[config.mk]
export PLATFORM = sky130hd
export DESIGN_NAME = score_board
export DESIGN_NICKNAME = d
export VERILOG_FILES = /design/src/rtl/score_board.sv
export SDC_FILE = /design/constraint.sdc
export NUM_CORES = 1
export LEC_CHECK = 0
export ABC_AREA = 1
export CAP_MARGIN = 10
export CORE_MARGIN = 2
export CORE_UTILIZATION = 55
export CTS_CLUSTER_DIAMETER = 80
export DETAILED_ROUTE_END_ITERATION = 12
export PLACE_DENSITY_LB_ADDON = 0.3
export SLEW_MARGIN = 25
export SYNTH_ARGS = -nofsm -noshare
export SYNTH_HDL_FRONTEND = slang
export SYNTH_SLANG_ARGS = --single-unit
[constraint.sdc]
create_clock -name clk -period 3.5 [get_ports clk]
set_input_delay 0.875 -clock clk [delete_from_list [all_inputs] [get_ports clk]]
set_output_delay 0.875 -clock clk [all_outputs]
set_load 0.02 [all_outputs]
[src/rtl/score_board.sv]
// Player score accumulator with iterative binary-to-BCD conversion and
// a 4-digit multiplexed 7-segment display driver with leading-zero blanking.
module score_board #(
  parameter int unsigned SCORE_W      = 14,
  parameter int unsigned MAX_SCORE    = 9999,
  parameter int unsigned REFRESH_BITS = 17
) (
  input  logic               clk,
  input  logic               rst,
  input  logic [2:0]         hit,
  input  logic               clr_score,
  output logic [SCORE_W-1:0] score,
  output logic               busy,
  output logic               bcd_valid,
  output logic [3:0]         digit_an,
  output logic [6:0]         seg
);

  localparam int unsigned CNT_W = (SCORE_W > 1) ? $clog2(SCORE_W) : 1;
  localparam logic [SCORE_W:0] MAX_EXT = (SCORE_W+1)'(MAX_SCORE);

  typedef enum logic [1:0] {IDLE, LOAD, SHIFT, DONE} state_t;

  state_t                  state_q;
  logic [2:0]              hit_q;
  logic [SCORE_W-1:0]      score_q, score_d;
  logic [SCORE_W-1:0]      conv_src_q, src_q, snap_q;
  logic [15:0]             work_q, work_adj, bcd_q;
  logic [CNT_W-1:0]        shift_cnt_q;
  logic [REFRESH_BITS-1:0] refresh_q;
  logic [3:0]              an_q, an_d;
  logic [6:0]              seg_q, seg_d;

  logic [2:0]         new_hit;
  logic [1:0]         inc;
  logic [SCORE_W:0]   sum;

  // Hit scoring: rising edges only, saturating sum computed one bit wider.
  always_comb begin
    new_hit = hit & ~hit_q;
    inc     = {1'b0, new_hit[0]} + {1'b0, new_hit[1]} + {1'b0, new_hit[2]};
    sum     = {1'b0, score_q} + (SCORE_W+1)'(inc);
    score_d = score_q;
    if (clr_score) begin
      score_d = '0;
    end else if (sum > MAX_EXT) begin
      score_d = MAX_EXT[SCORE_W-1:0];
    end else begin
      score_d = sum[SCORE_W-1:0];
    end
  end

  always_ff @(posedge clk or negedge rst) begin
    if (!rst) begin
      hit_q   <= '1;
      score_q <= '0;
    end else begin
      hit_q   <= hit;
      score_q <= score_d;
    end
  end

  always_comb begin
    work_adj = work_q;
    for (int unsigned i = 0; i < 4; i++) begin
      if (work_q[4*i +: 4] >= 4'd5) work_adj[4*i +: 4] = work_q[4*i +: 4] + 4'd3;
    end
  end

  // snap_q is consumed by the shift, so src_q keeps the converted value.
  always_ff @(posedge clk or negedge rst) begin
    if (!rst) begin
      state_q     <= IDLE;
      conv_src_q  <= '0;
      src_q       <= '0;
      snap_q      <= '0;
      work_q      <= '0;
      shift_cnt_q <= '0;
      bcd_q       <= '0;
    end else begin
      case (state_q)
        IDLE: if (score_q != conv_src_q) state_q <= LOAD;
        LOAD: begin
          snap_q      <= score_q;
          src_q       <= score_q;
          work_q      <= '0;
          shift_cnt_q <= '0;
          state_q     <= SHIFT;
        end
        SHIFT: begin
          work_q      <= {work_adj[14:0], snap_q[SCORE_W-1]};
          snap_q      <= {snap_q[SCORE_W-2:0], 1'b0};
          shift_cnt_q <= shift_cnt_q + 1'b1;
          if (shift_cnt_q == CNT_W'(SCORE_W-1)) state_q <= DONE;
        end
        DONE: begin
          bcd_q      <= work_q;
          conv_src_q <= src_q;
          state_q    <= IDLE;
        end
        default: state_q <= IDLE;
      endcase
    end
  end

  function automatic logic [6:0] seg_code(input logic [3:0] n);
    case (n)
      4'd0:    seg_code = 7'h40;
      4'd1:    seg_code = 7'h79;
      4'd2:    seg_code = 7'h24;
      4'd3:    seg_code = 7'h30;
      4'd4:    seg_code = 7'h19;
      4'd5:    seg_code = 7'h12;
      4'd6:    seg_code = 7'h02;
      4'd7:    seg_code = 7'h78;
      4'd8:    seg_code = 7'h00;
      4'd9:    seg_code = 7'h10;
      default: seg_code = 7'h7F;
    endcase
  endfunction

  logic [1:0] sel;
  logic [3:0] blank;
  logic [3:0] nib;

  always_comb begin
    sel      = refresh_q[REFRESH_BITS-1 -: 2];
    blank[3] = (bcd_q[15:12] == 4'd0);
    blank[2] = blank[3] && (bcd_q[11:8] == 4'd0);
    blank[1] = blank[2] && (bcd_q[7:4] == 4'd0);
    blank[0] = 1'b0;
    case (sel)
      2'd0:    nib = bcd_q[3:0];
      2'd1:    nib = bcd_q[7:4];
      2'd2:    nib = bcd_q[11:8];
      default: nib = bcd_q[15:12];
    endcase
    an_d  = '1;
    seg_d = 7'h7F;
    if (!blank[sel]) begin
      an_d[sel] = 1'b0;
      seg_d     = seg_code(nib);
    end
  end

  always_ff @(posedge clk or negedge rst) begin
    if (!rst) begin
      refresh_q <= '0;
      an_q      <= 4'b1110;
      seg_q     <= 7'h40;
    end else begin
      refresh_q <= refresh_q + 1'b1;
      an_q      <= an_d;
      seg_q     <= seg_d;
    end
  end

  assign score     = score_q;
  assign busy      = (state_q != IDLE);
  assign bcd_valid = (state_q == IDLE) && (conv_src_q == score_q);
  assign digit_an  = an_q;
  assign seg       = seg_q;

endmodule

After elaboration in Yosys (flattened, before gate mapping)
Memories as Yosys holds them, arrays and structs flattened.
Cells that the tools add are included.
- memories: 1
- output and inout port bits: 27
- register bits: 125
- bits in read-only memories: 112
- input bits: 6
- word-level logic and storage cells: 73
- reduce and logical (&&, ||, !) cells: 12
- equality and inequality tests: 10
- bitwise gates (word level): 3
- muxes and demuxes: 19
- order comparisons: 7
- $add $sub $neg: 9
- memories (name ; words ; bits a word ; read ports ; clocked after Yosys merged registers in ; write ports ; line ; text):
    (no name shown) ; 16 ; 7 ; 1 ; 0 ; 0 ; 107 ; case (n)
- operators by type and width (cell ; number):
    $pmux W16 S2 ; 1
    $mux W14 ; 2
    $pmux W14 S2 ; 1
    $add A17 B1 Y17 const B ; 1
    $ge A4 B3 Y1 const B ; 4
    $mux W4 ; 4
    $add A14 B2 Y15 ; 1
    $gt A15 B14 Y1 const B ; 1
    $eq A14 B14 Y1 ; 1
    $ne A14 B14 Y1 ; 1
    $add A4 B2 Y4 const B ; 3
    $logic_not A4 Y1 ; 3
    $pmux W4 S3 ; 1
    $pmux W2 S4 ; 1
    $pmux W4 S2 ; 1
    $mux W7 ; 1
    $eq A2 B2 Y1 const B ; 3
    $add A4 B1 Y4 const B ; 1
    $eq A2 B1 Y1 const B ; 2
    $eq A4 B4 Y1 const B ; 1
    $logic_and A1 B1 Y1 ; 4
    $logic_not A2 Y1 ; 2
    $mux W2 ; 2
    $ne A2 B2 Y1 const B ; 2
    other kinds (14) ; 16

Logic depth before layout (Yosys ltp)
Gate-level depths: netlist of the first run.
- depth in word-level cells: 8
- depth in mapped cells: 18
- depth with buffers taken out: 18

Least setup slack after synthesis of the first run
No wires, ideal clock.
- kind: in2reg
- start: input hit[0]
- end: register score_q[11], in the netlist score[11]
- arrival time: 3.094 ns
- path buffers: 0
- data required time: 3.429 ns
- setup slack: 0.335 ns
- setup time: 0.071 ns
- stages on the path: 15
- path through: inv_1 nor2_1 fa_1 ha_1 inv_1 fa_1 nor2_8 nand4_1 a21oi_1 nand2_1 nor2_1 nand3_1 nand2_4 nand2_4 nor2_1
- longest elaborated chain between the ends: 7
- ends and longest elaborated chain (item ; line ; text):
    start, declared ; 10 ; input logic [2:0] hit,
    $and A3 B3 Y3 (*) ; 40 ; new_hit = hit & ~hit_q;
    $add A1 B1 Y2 (*) ; 41 ; inc = {1'b0, new_hit[0]} + {1'b0, new_hit[1]} + {1'b0, new_hit[2]};
    $add A2 B1 Y2 (*) ; 41 ;
    $add A14 B2 Y15 (*) ; 42 ; sum = {1'b0, score_q} + (SCORE_W+1)'(inc);
    $gt A15 B14 Y1 ; 46 ; end else if (sum > MAX_EXT) begin
    $mux W14 (*) ; 46 ;
    $mux W14 (*) ; 44 ; if (clr_score) begin
    named net score_d[11] ; 26 ; logic [SCORE_W-1:0] score_q, score_d;
    end signal, assigned ; 59 ; score_q <= score_d;
    end, declared ; 26 ;
Mark *: on every way through the listed nets, which the timed path passes. The rest lies on a longest branch.
A chain may end at the register's enable or synchronous reset.

Final worst setup path of the first run
- start: register score_q[2], in the netlist score[2]
- end: output bcd_valid
- longest elaborated chain between the ends: 2
- ends and longest elaborated chain (item ; line ; text):
    $eq A14 B14 Y1 ; 160 ; assign bcd_valid = (state_q == IDLE) && (conv_src_q == score_q);
    $logic_and A1 B1 Y1 ; 160 ;
    end, declared ; 14 ; output logic bcd_valid,
Every way passes these cells.

==> flow_summary_export.csv, run 1 <==
group,metric,value,unit
run_status,status,"completed",
floorplan,core-area,0.01079,mm²
global_routing,grt_overflow,0,
timing,grt_setup_unrepaired,"no",
timing,final_max_slew_viol_count,0,
clocking,post_cts_resized,1,
timing,min_period_over_period,93.78,%
critical_path,path_class,"reg -> out",
pwr,p_int,0.003283,W
critical_path,worst-path-buf-inv,3,
floorplan,die_area,0.01190,mm²
timing,slew_headroom,33.26,%
timing,setup_violations,0,
cells_and_area,drive_above_1_share,9.379,%
min_path,hold_class,"in -> async",
yosys,synth_cell_types,39,
critical_path,path_cells,"inv_1, nand2_1, a21oi_1, nand2_1, nor3_1, nand3_1, inv_1, dlygate4sd2_1",
global_routing,grt_first_pass_wirelength,23060,µm
clocking,clk_latency,0.53,ns
clocking,cts_buffers,17,
timing,worst_slew_pin_slew,1.001,ns
floorplan,rows,38,
yosys,synth_area,0.006075,mm²
floorplan,die_h,109.1,µm
flow_run,maxCapViolations,0,
cells_and_area,diodes,0,
pwr,irDropWorstVdd,0.4560,mV
yosys,syn_nets,732,
clocking,cts_setup_buffers,0,
pwr,p_comb_share,25.2,%
yosys,avgSynthCellArea,8.666,µm²
detailed_routing,ant_nets,0,
detailed_routing,routedWlPerCell,14.95,µm
global_routing,grtUsageTotal,25.16,%
timing,timing_hold_violations_final,0,
clocking,clk_pin_slew,0.06,ns
yosys,async_flop_share,100.0,%
yosys,ys.flop_type,"dfrtp_1",
critical_path,crit_required,2.62,ns
yosys,netlist_instances,701,
clocking,clockBufferDepth,2,
critical_path,crit_family,"buffers and inverters",
critical_path,reg2reg_slack,0.61,ns
detailed_routing,vias_per_cell,5.399,
pwr,seq_power_share,38.3,%
critical_path,cpMaxStageDelayCell,"dfrtp_1",
global_routing,first_global_vias,4888,
clocking,cts_tree,"built",
yosys,synth_top_cell_area_share,48.61,%
placed_design,dpl_worst_slack,-0.3341,ns
detailed_routing,routed_wirelength,13410,µm
pwr,switchingPower,0.001667,W
yosys,synthTopCellsByCount,"nand2_1 (145), dfrtp_1 (118), inv_1 (101)",
critical_path,slowest_delay,0.46,ns
pwr,p_leak,3.411,nW
timing,min_period,3.282,ns
detailed_routing,firstDrtPassIters,5,
yosys,synth-seq-cells,125,
floorplan,dieWidth,109.1,µm
clocking,htreeDepth,4,
clocking,hold_buffers,0,
placed_design,routabilityCongestion,0.9145,
pwr,p_per_area,687.2,mW/mm²
timing,skew,0.006689,ns
placed_design,port_buffers,32,
clocking,clockRootBuffer,"clkbuf_8",
critical_path,crit_fanout,7,
floorplan,io_pins,33,
pwr,clockPowerShare,36.5,%
detailed_routing,drtIter0Drc,371,
pwr,p_total,0.004950,W
critical_path,cp-start-kind,"flip-flop",
yosys,yosysMostFrequentCell,"nand2_1",
clocking,clock-sinks,125,
floorplan,start_util,56.28,%
yosys,synth.area.top_cells,"dfrtp_1 (49%), nand2_1 (9.0%), inv_1 (6.2%)",
yosys,synth_warnings,0,
global_routing,grt_max_degree,70,
critical_path,critical_path.endpoint_type,"output pin",
detailed_routing,vias,4843,
timing,setup_ws,0.2177,ns
pwr,swShare,33.68,%
yosys,synth-edff-count,0,
yosys,ys_seq_area_share,51.64,%
cells_and_area,area_growth,18.58,%
global_routing,antenna_found_initial,0,
cells_and_area,nets,775,
yosys,yosysTopAreaCell,"dfrtp_1",
timing,fmax,304.7,MHz
placed_design,dp_hpwl,9202,µm
detailed_routing,drc,0,
critical_path,cp.arrival,2.41,ns
## power by group through the flow
| stage | logic [W] | registers, W | clock network, W |
|---|---|---|---|
| CTS | 0.00125 | 0.00190 | 0.00182 |
| finish | 0.00125 | 0.00190 | 0.00180 |
| detailed placement | 0.00124 | 0.00191 | 0 |
| global route | 0.00141 | 0.00193 | 0.00188 |
| global placement | 0.00117 | 0.00190 | 0 |
| floorplan | 0.000844 | 0.00191 | 0 |
## stage by stage
step	hold slack [ns]	cell area [µm²]	utilization, %	TNS (ns)	instances
after CTS	0.4310	7198	66.69	0	897
after global routing	0.4637	7203	66.74	0	897
final	0.4020	7203	66.74	0	897
after detailed placement	0.4429	6585	61.01	-3.962	865
after floorplan	0.4224	6075	-	0	701
after global placement	0.4383	6585	61.01	-3.324	865
## path summary, 6_finish.rpt
kind | cells past startpoint | to | from
worst min-delay path | 1 | seg[2]$_DFF_PN0_ | rst
min in group clk | 1 | refresh_q[0]$_DFF_PN0_ | refresh_q[0]$_DFF_PN0_
worst min register to register | 1 | refresh_q[0]$_DFF_PN0_ | refresh_q[0]$_DFF_PN0_
worst max register to register | 14 | score[11]$_DFF_PN0_ | hit_q[0]$_DFF_PN1_
max in group asynchronous | 2 | hit_q[0]$_DFF_PN1_ | rst
worst max-delay path | 8 | bcd_valid | score[2]$_DFF_PN0_
## cell type report
type                       instances  area (µm²)
fill                             861        3590
sequential                       125        3137
multi-input combinational        456        2486
clock buffer                      20       455.4
timing repair buffer              43       411.6
inverter                         101       379.1
tap                              140       175.2
clock inverter                    12       158.9
## flip-flops by register name, indices dropped and copies added (netlist names)
name and count:
seg 7, hit_q 3, digit_an 4, src_q 14, bcd_q 16, shift_cnt_q 4, conv_src_q 14, work_q 16
score 14, refresh_q 17, snap_q 14, state_q 2
## cell families after synthesis
kind of cell,Yosys count,synth area share (%)
AO/OA/AOI/OAI,123,11.58
XOR/XNOR,24,3.460
adder cells (fa/ha/maj),25,5.397
buffers and inverters,120,7.518
flip-flops,125,51.64
multiplexers,2,0.3707
AND/OR/NAND/NOR,282,20.04
## placed cells by master, fill, tap and decap left out, types with 6 or more instances in the layout
| master | instances |
|---|---|
| clkbuf_16 | 16 |
| o211ai_1 | 11 |
| nor3_1 | 6 |
| xor2_1 | 21 |
| dfrtp_1 | 118 |
| nor2_1 | 68 |
| inv_1 | 101 |
| clkdlybuf4s50_1 | 30 |
| ha_1 | 22 |
| nand2_1 | 145 |
| nand4_1 | 6 |
| buf_4 | 11 |
| o22ai_1 | 8 |
| a21oi_1 | 35 |
| o21ai_0 | 52 |
| nand3_1 | 38 |
| dfstp_2 | 7 |
## metal layers
layer	part of all wire, %	wire length, µm	GRT usage, %
met1	43	5756	32.32
met2	50	6705	40.99
met3	5.2	703	6.515
met4	1.8	248	9.524
met5	0	0	0
Note: power is estimated with default switching activity, not from simulation.
==> run 2, diff against run 1 <==
--- a/config.mk
+++ b/config.mk
@@ -11,6 +11,7 @@
 export CORE_UTILIZATION = 55
 export CTS_CLUSTER_DIAMETER = 80
 export DETAILED_ROUTE_END_ITERATION = 12
+export GPL_TIMING_DRIVEN = 0
 export PLACE_DENSITY_LB_ADDON = 0.3
 export SLEW_MARGIN = 25
 export SYNTH_ARGS = -nofsm -noshare
==> run 2 against run 1 <==
  * Sequential share of layout area increased by 0.18 points
  * Global-route usage increased by 0.66 points
  * Combinational power increased by 5%
  * Critical endpoint unchanged
  * Highest routed layer unchanged
==> flow_summary_export.csv, run 2 (synthesized netlist as in run 1, its figures left out) <==
group,metric,value,unit
critical_path,cp.arrival,2.43,ns
clocking,cts_tree,"built",
timing,slew_headroom,60.25,%
timing,worst_slew_pin_slew,0.5962,ns
floorplan,die_h,109.1,µm
floorplan,dieWidth,109.1,µm
detailed_routing,drtIter0Drc,315,
critical_path,cp-start-kind,"flip-flop",
detailed_routing,drc,0,
cells_and_area,reg.largest.list,"refresh_q: 17 flops, bcd_q: 16 flops, work_q: 16 flops",
cells_and_area,top_register,"refresh_q",
critical_path,reg2reg_depth,17,
floorplan,core-area,0.01079,mm²
critical_path,reg2reg_slack,0.59,ns
cells_and_area,drive_above_1_share,8.616,%
critical_path,path_class,"reg -> out",
clocking,clockRootBuffer,"clkbuf_8",
critical_path,worstReg2RegStart,"hit_q[0]$_DFF_PN1_",
floorplan,start_util,56.28,%
placed_design,routabilityCongestion,0.8895,
global_routing,grt_overflow,0,
global_routing,antenna_found_initial,0,
pwr,p_leak,3.382,nW
pwr,p_per_area,682.9,mW/mm²
timing,final_max_slew_viol_count,0,
global_routing,grt_first_pass_wirelength,23190,µm
timing,fmax,302.7,MHz
global_routing,first_global_vias,5001,
flow_run,maxCapViolations,0,
global_routing,grtUsageTotal,25.83,%
cells_and_area,utilization,66.50,%
clocking,clk_pin_slew,0.06,ns
detailed_routing,routed_wirelength,13730,µm
floorplan,io_pins,33,
timing,setup_violations,0,
detailed_routing,ant_nets,0,
timing,min_period_over_period,94.38,%
cells_and_area,final_cell_mix,"nand2_1 (145), dfrtp_1 (117), inv_1 (101)",
detailed_routing,vias_per_cell,5.435,
placed_design,port_buffers,31,
timing,timing_hold_violations_final,0,
clocking,cts_buffers,17,
timing,setup_tns,0,ns
floorplan,rows,38,
clocking,hold_buffers,0,
critical_path,worstReg2RegEnd,"score[4]$_DFF_PN0_",
run_status,status,"completed",
detailed_routing,vias,4924,
cells_and_area,fillers,875,
global_routing,grt_max_degree,82,
placed_design,dp_hpwl,9658,µm
critical_path,critical_path.endpoint_type,"output pin",
clocking,clockBufferDepth,2,
floorplan,die_area,0.01190,mm²
cells_and_area,largest_reg_flops,17,
timing,skew,0.007143,ns
pwr,irDropWorstVdd,0.6846,mV
timing,min_period,3.303,ns
cells_and_area,area_growth,18.15,%
critical_path,crit_fanout,4,
clocking,clk_latency,0.54,ns
detailed_routing,routedWlPerCell,15.15,µm
min_path,hold_class,"in -> async",
cells_and_area,final_common_cell,"nand2_1",
clocking,htreeDepth,4,
cells_and_area,nets,784,
timing,grt_setup_unrepaired,"no",
cells_and_area,diodes,0,
clocking,clock-sinks,125,
critical_path,crit_required,2.62,ns
detailed_routing,firstDrtPassIters,5,
[run 2: cell count changes in the layout (fill, tap and decap cells not counted), moves of 2 or more]
cell      previous run  this run
clkbuf_1             0        13
clkbuf_8             4         2
buf_2                0         2
clkinv_4             3         5
clkinv_2             2         4
inv_6                2         0
buf_4               11         2
buf_1                0         3
[run 2: worst max-delay path, cell delays in order (launching register included)]
cell and delay [ns]:
dfrtp_1 0.42, inv_1 0.13, ha_1 0.21, o21ai_0 0.17
nor4_1 0.28, nand3_1 0.22, inv_1 0.12, dlygate4sd2_1 0.34
[run 2: what timing repair did]
| item | CTS | global route |
|---|---|---|
| gates resized for setup | 2 | 2 |
| setup buffers | 1 | 0 |
| pin swaps | 2 | 0 |
| setup endpoints to repair | 1 | 7 |
[run 2: how the worst max path moves through the flow]
| stage | from | end | slack, ns | cells after the start |
|---|---|---|---|---|
| finish | state_q[0]$_DFFE_PN0P_ | bcd_valid | 0.20 | 7 |
| CTS | hit[0] | score[4]$_DFF_PN0_ | 0.17 | 16 |
| global placement | rst | score[4]$_DFF_PN0_ | -3.02 | 1 |
| detailed placement | hit[0] | score[4]$_DFF_PN0_ | -0.37 | 16 |
| global route | hit[0] | score[6]$_DFF_PN0_ | 0.08 | 19 |
| floorplan | hit[0] | score[11]$_DFF_PN0_ | 0.33 | 15 |
[run 2: report_power, final]
group          internal (W)  switching [W]  total (W)
Sequential          0.00172       0.000177    0.00190
Combinational      0.000431       0.000875    0.00131
Clock               0.00103       0.000668    0.00170
Total               0.00318        0.00172    0.00490
[run 2: per-stage QoR]
step	instance area [µm²]	hold WS (ns)	cells	total power, W	setup WS, ns
3_5_place_dp	6589	0.4438	873	0.003203	-0.3711
3_3_place_gp	6560	0.4347	872	0.003133	-3.016
2_1_floorplan	6075	0.4224	701	0.002750	0.3348
4_1_cts	7171	0.2572	906	0.004918	0.1678
5_1_grt	7177	0.2694	906	0.005173	0.08047
6_report	7177	0.2543	906	0.004901	0.1966
[run 2: cell type report]
class / instances / area (µm²) / area share (%)
flip-flops and latches: 125 / 3138 / 43.72
well taps: 140 / 175.2 / 2.441
clock inverters: 14 / 146.4 / 2.040
inverters: 101 / 379.1 / 5.282
multi-input cells: 456 / 2487 / 34.66
clock buffers: 18 / 427.9 / 5.962
plain buffers: 19 / 77.57 / 1.081
repair buffers: 33 / 345.3 / 4.812
[run 2: metal layers]
metal	GRT usage [%]	up-vias	routed length [µm]
met4	11.54	0	375
met1	30.35	2355	5677
met5	0	-	0
met2	43.12	164	6964
met3	8.428	37	709
li1	-	2368	-
==> run 3, diff against run 2 <==
--- a/config.mk
+++ b/config.mk
@@ -6,7 +6,7 @@
 export NUM_CORES = 1
 export LEC_CHECK = 0
 export ABC_AREA = 1
-export CAP_MARGIN = 10
+export CAP_MARGIN = 20
 export CORE_MARGIN = 2
 export CORE_UTILIZATION = 55
 export CTS_CLUSTER_DIAMETER = 80
==> results of run 3 <==
No change in the layout: final DEF, timing and power equal those of run 2.
==> patch 1 (flow settings as in run 2) <==
The 4 states of `state_t` get a one-hot encoding in 4 bits.
--- a/src/rtl/score_board.sv
+++ b/src/rtl/score_board.sv
@@ -21,3 +21,3 @@
 
-  typedef enum logic [1:0] {IDLE, LOAD, SHIFT, DONE} state_t;
+  typedef enum logic [3:0] {IDLE = 4'b0001, LOAD = 4'b0010, SHIFT = 4'b0100, DONE = 4'b1000} state_t;
 
Behaviour: no difference found for any inputs over 10 cycles, from zero or initial values and one cycle with rst low; not proved beyond that.
==> patch 1 against run 2 <==
- core utilization grew 0.32 points
- area after synthesis shrank 0.76%
- design area is essentially flat
- sequential cell count grew 2
- clock skew is essentially flat
- global-route usage shrank 1.5 points
- power shrank 18%
- wire length shrank 3.7%
- setup slack lost 58 ps
==> patch 1: results (changes against run 2) <==
placed_design:
  dp.cells: 860  # was 873
  detailed_place_hpwl_um: 9040  # was 9660 um
  gp_congestion: 0.871  # was 0.890
  placed_cell_area_sq_um: 6550  # was 6590 sq um
critical_path:
  r2r_cells: 16  # was 17
  cp.arrival_ps: 3820  # was 2430 ps
  cp_top_family: "adder cells"  # was buffers and inverters
synth:
  synth.distinct_cells: 37  # was 39
  synth_fp_nets: 714  # was 732
  ys_top_cells_by_area: "dfrtp_1, nand2_1, o21ai_0, inv_1, xor2_1"  # was dfrtp_1, nand2_1, inv_1, ha_1, o21ai_0
  yosysSeqAreaShare_pct: 52.9  # was 51.6%
  synth-compound-area-share_pct: 9.59  # was 11.6%
  synth-xor-area-share_pct: 5.67  # was 3.46%
  yosys.area_share.adder_pct: 4.40  # was 5.40%
cells_and_area:
  final_cell_count_no_fill: 894  # was 906
  finalNetCount: 767  # was 784
global_routing:
  grt_util_met3_pct: 5.38  # was 8.43%
  grt_pass1_wl_um: 21900  # was 23200 um
power:
  p_clk_share_pct: 40.7  # was 34.6%
  p_sw_mw: 1.16  # was 1.72 mW
  pg_comb_uw: 685  # was 1.31 mW
  p_leak_nw: 3.47  # was 3.38 nW
sta:
  hold_slack_ps: 190  # was 254 ps
  layout_min_cycle_time_ps: 3360  # was 3300 ps
run_status:
  status: "completed"  # unchanged
detailed_routing:
  wirelength_um: 13200  # was 13700 um
-- patch 1: cell types whose count changed in the layout (fill, tap and decap cells not counted), moves of 4 or more --
cell / delta
a21oi_1: -22
clkinv_4: -4
ha_1: -6
inv_1: -12
nand2_1: +17
nor2_1: -19
nor2_2: +4
o211ai_1: -8
o21ai_0: +17
o221ai_1: -4
xor2_1: +12
-- patch 1: layout make-up --
cell class | count | area [sq um]
flip-flops and latches | 127 | 3190
fillers | 887 | 3570
multi-input cells | 452 | 2480
clock inverters | 10 | 86.3
clock buffers | 22 | 473
plain buffers | 18 | 77.6
well taps | 140 | 175
repair buffers | 34 | 357
inverters | 91 | 342
-- patch 1: what timing repair did --
item                       4_1_cts  5_1_grt
hold buffers                     0        0
setup buffers                    1        1
setup endpoints to repair        7       13
pin swaps                        1        5
gates resized for setup          3       13
==> patch 2 (flow settings as in run 2) <==
Made on the original files. The parameter `SCORE_W` goes from 14 to 7.
--- a/src/rtl/score_board.sv
+++ b/src/rtl/score_board.sv
@@ -3,3 +3,3 @@
 module score_board #(
-  parameter int unsigned SCORE_W      = 14,
+  parameter int unsigned SCORE_W      = 7,
   parameter int unsigned MAX_SCORE    = 9999,
Interface: changed (resized score); port bits go from 33 to 26. The function was not compared with the original's and may differ.
==> patch 2 against run 2 <==
- synthesized cell count down 23%
- design area shrank 25%
- sequential cell count is 29 lower
- clock power fell by 61%
- cell count shrank 24%
- area after synthesis is 21% lower
- power down 28%
- wire length is 34% lower
- core utilization fell by 1.7 points
- setup slack improved by 260 ps
==> patch 2: results (changes against run 2) <==
run_status:
  status: "completed"  # unchanged
placed_design:
  placed_cell_area_sq_um: 5190  # was 6590 sq um
  gp_congestion: 0.850  # was 0.890
  dp.cells: 671  # was 873
  dp_worst_setup_slack_ps: 146  # was -371 ps
  detailed_place_hpwl_um: 6620  # was 9660 um
  portBuffers: 25  # was 31
power:
  p_leak_nw: 2.58  # was 3.38 nW
  peakVddDrop_mv: 0.419  # was 0.685 mV
global_routing:
  grt_max_degree: 50  # was 82
  grt_pass1_vias: 3533  # was 5001
  grt_pass1_wl_um: 15800  # was 23200 um
  grt.total_usage_pct: 20.2  # was 25.8%
detailed_routing:
  drt-initial-drc-count: 187  # was 315
  num_vias: 3553  # was 4924
  drt_first_pass_iters: 4  # was 5
  wire_per_inst_um: 13.1  # was 15.2 um
cells_and_area:
  finalNetCount: 608  # was 784
  final_cell_count_no_fill: 687  # was 906
  post_route_cells_drive_above_1_share_pct: 11.5  # was 8.62%
  antenna_cells: 0  # unchanged
sta:
  slew_headroom_pct: 60.3  # about the same
  clock_skew_ps: 12.6  # was 7.14 ps
synth:
  synth_common_cells: "nand2_1, dfrtp_1, inv_1, o21ai_0"  # was nand2_1, dfrtp_1, inv_1, nor2_1, o21ai_0
  ys_top_cells_by_area: "dfrtp_1, nand2_1, ha_1, inv_1, o21ai_0"  # was dfrtp_1, nand2_1, inv_1, ha_1, o21ai_0
  syn_area_per_cell_sq_um: 8.88  # was 8.67 sq um
  synth.distinct_cells: 38  # was 39
  yosysSeqAreaShare_pct: 50.5  # was 51.6%
cts:
  cts-resized-gates: 0  # was 2
  post_cts_buffers: 0  # was 1
  htreeDepth: 3  # was 4
  clockBufferDepth: 2  # unchanged
  numCtsBuffers: 9  # was 17
  clock_latency_ps: 360  # was 540 ps
  clk_pin_slew_ps: 90  # was 60 ps
critical_path:
  cp.arrival_ps: 2170  # was 2430 ps
  max_stage_delay_ps: 600  # was 420 ps
  crit_slowest_cell: "clkdlybuf4s50_1"  # was dfrtp_1
[patch 2: cell types whose count changed after synthesis, sizes merged, moves of 4 or more]
cell,delta
nand4,-4
nand2,-36
clkbuf,-8
xor2,-5
a21oi,-11
o211ai,-8
nor2,-27
dfrtp,-29
inv,-17
[patch 2: cell families (layout without fill, tap and decap cells)]
group / after synthesis / after routing / share of synthesized area (%)
AOI/OAI and AO/OA: 90 / 90 / 10.2
xor gates and xnor gates: 19 / 19 / 3.48
adders and majority gates: 25 / 25 / 6.86
buffers and inverters: 96 / 138 / 7.99
DFF: 96 / 96 / 50.5
other: 1 / 3 / 0.0785
and+or+nand+nor: 211 / 211 / 20.9
[patch 2: power breakdown]
group	switching [mW]	internal (mW)
clock network	0.391	0.280
registers	0.133	1.36
logic	0.885	0.489
total	1.41	2.13
[patch 2: layout make-up]
type,instances,area [sq um]
timing repair buffer,26,279
multi-input combinational,348,1990
buffer,12,63.8
tap,105,131
clock buffer,10,138
inverter,84,318
sequential,96,2410
clock inverter,6,43.8
fill,677,2920
[patch 2: final timing paths]
| path | startpoint | endpoint | slack [ps] | depth (start not counted) |
|---|---|---|---|---|
| min in group clk | refresh_q[0] | refresh_q[0] | 460 | 1 |
| max in group asynchronous | rst | hit_q[1] | 2450 | 2 |
| max | state_q[0] | bcd_valid | 450 | 9 |
| min | rst | work_q[5] | 440 | 1 |
| min reg2reg | refresh_q[0] | refresh_q[0] | 460 | 1 |
| max reg2reg | hit_q[0] | score[1] | 1100 | 10 |
[patch 2: routing by layer]
layer	vias up	GRT usage, %	wire [um]
li1	1784	-	-
met1	1708	27.8	4400
met2	52	33.5	4280
met3	9	2.59	228
met4	0	6.07	85
met5	-	0	0
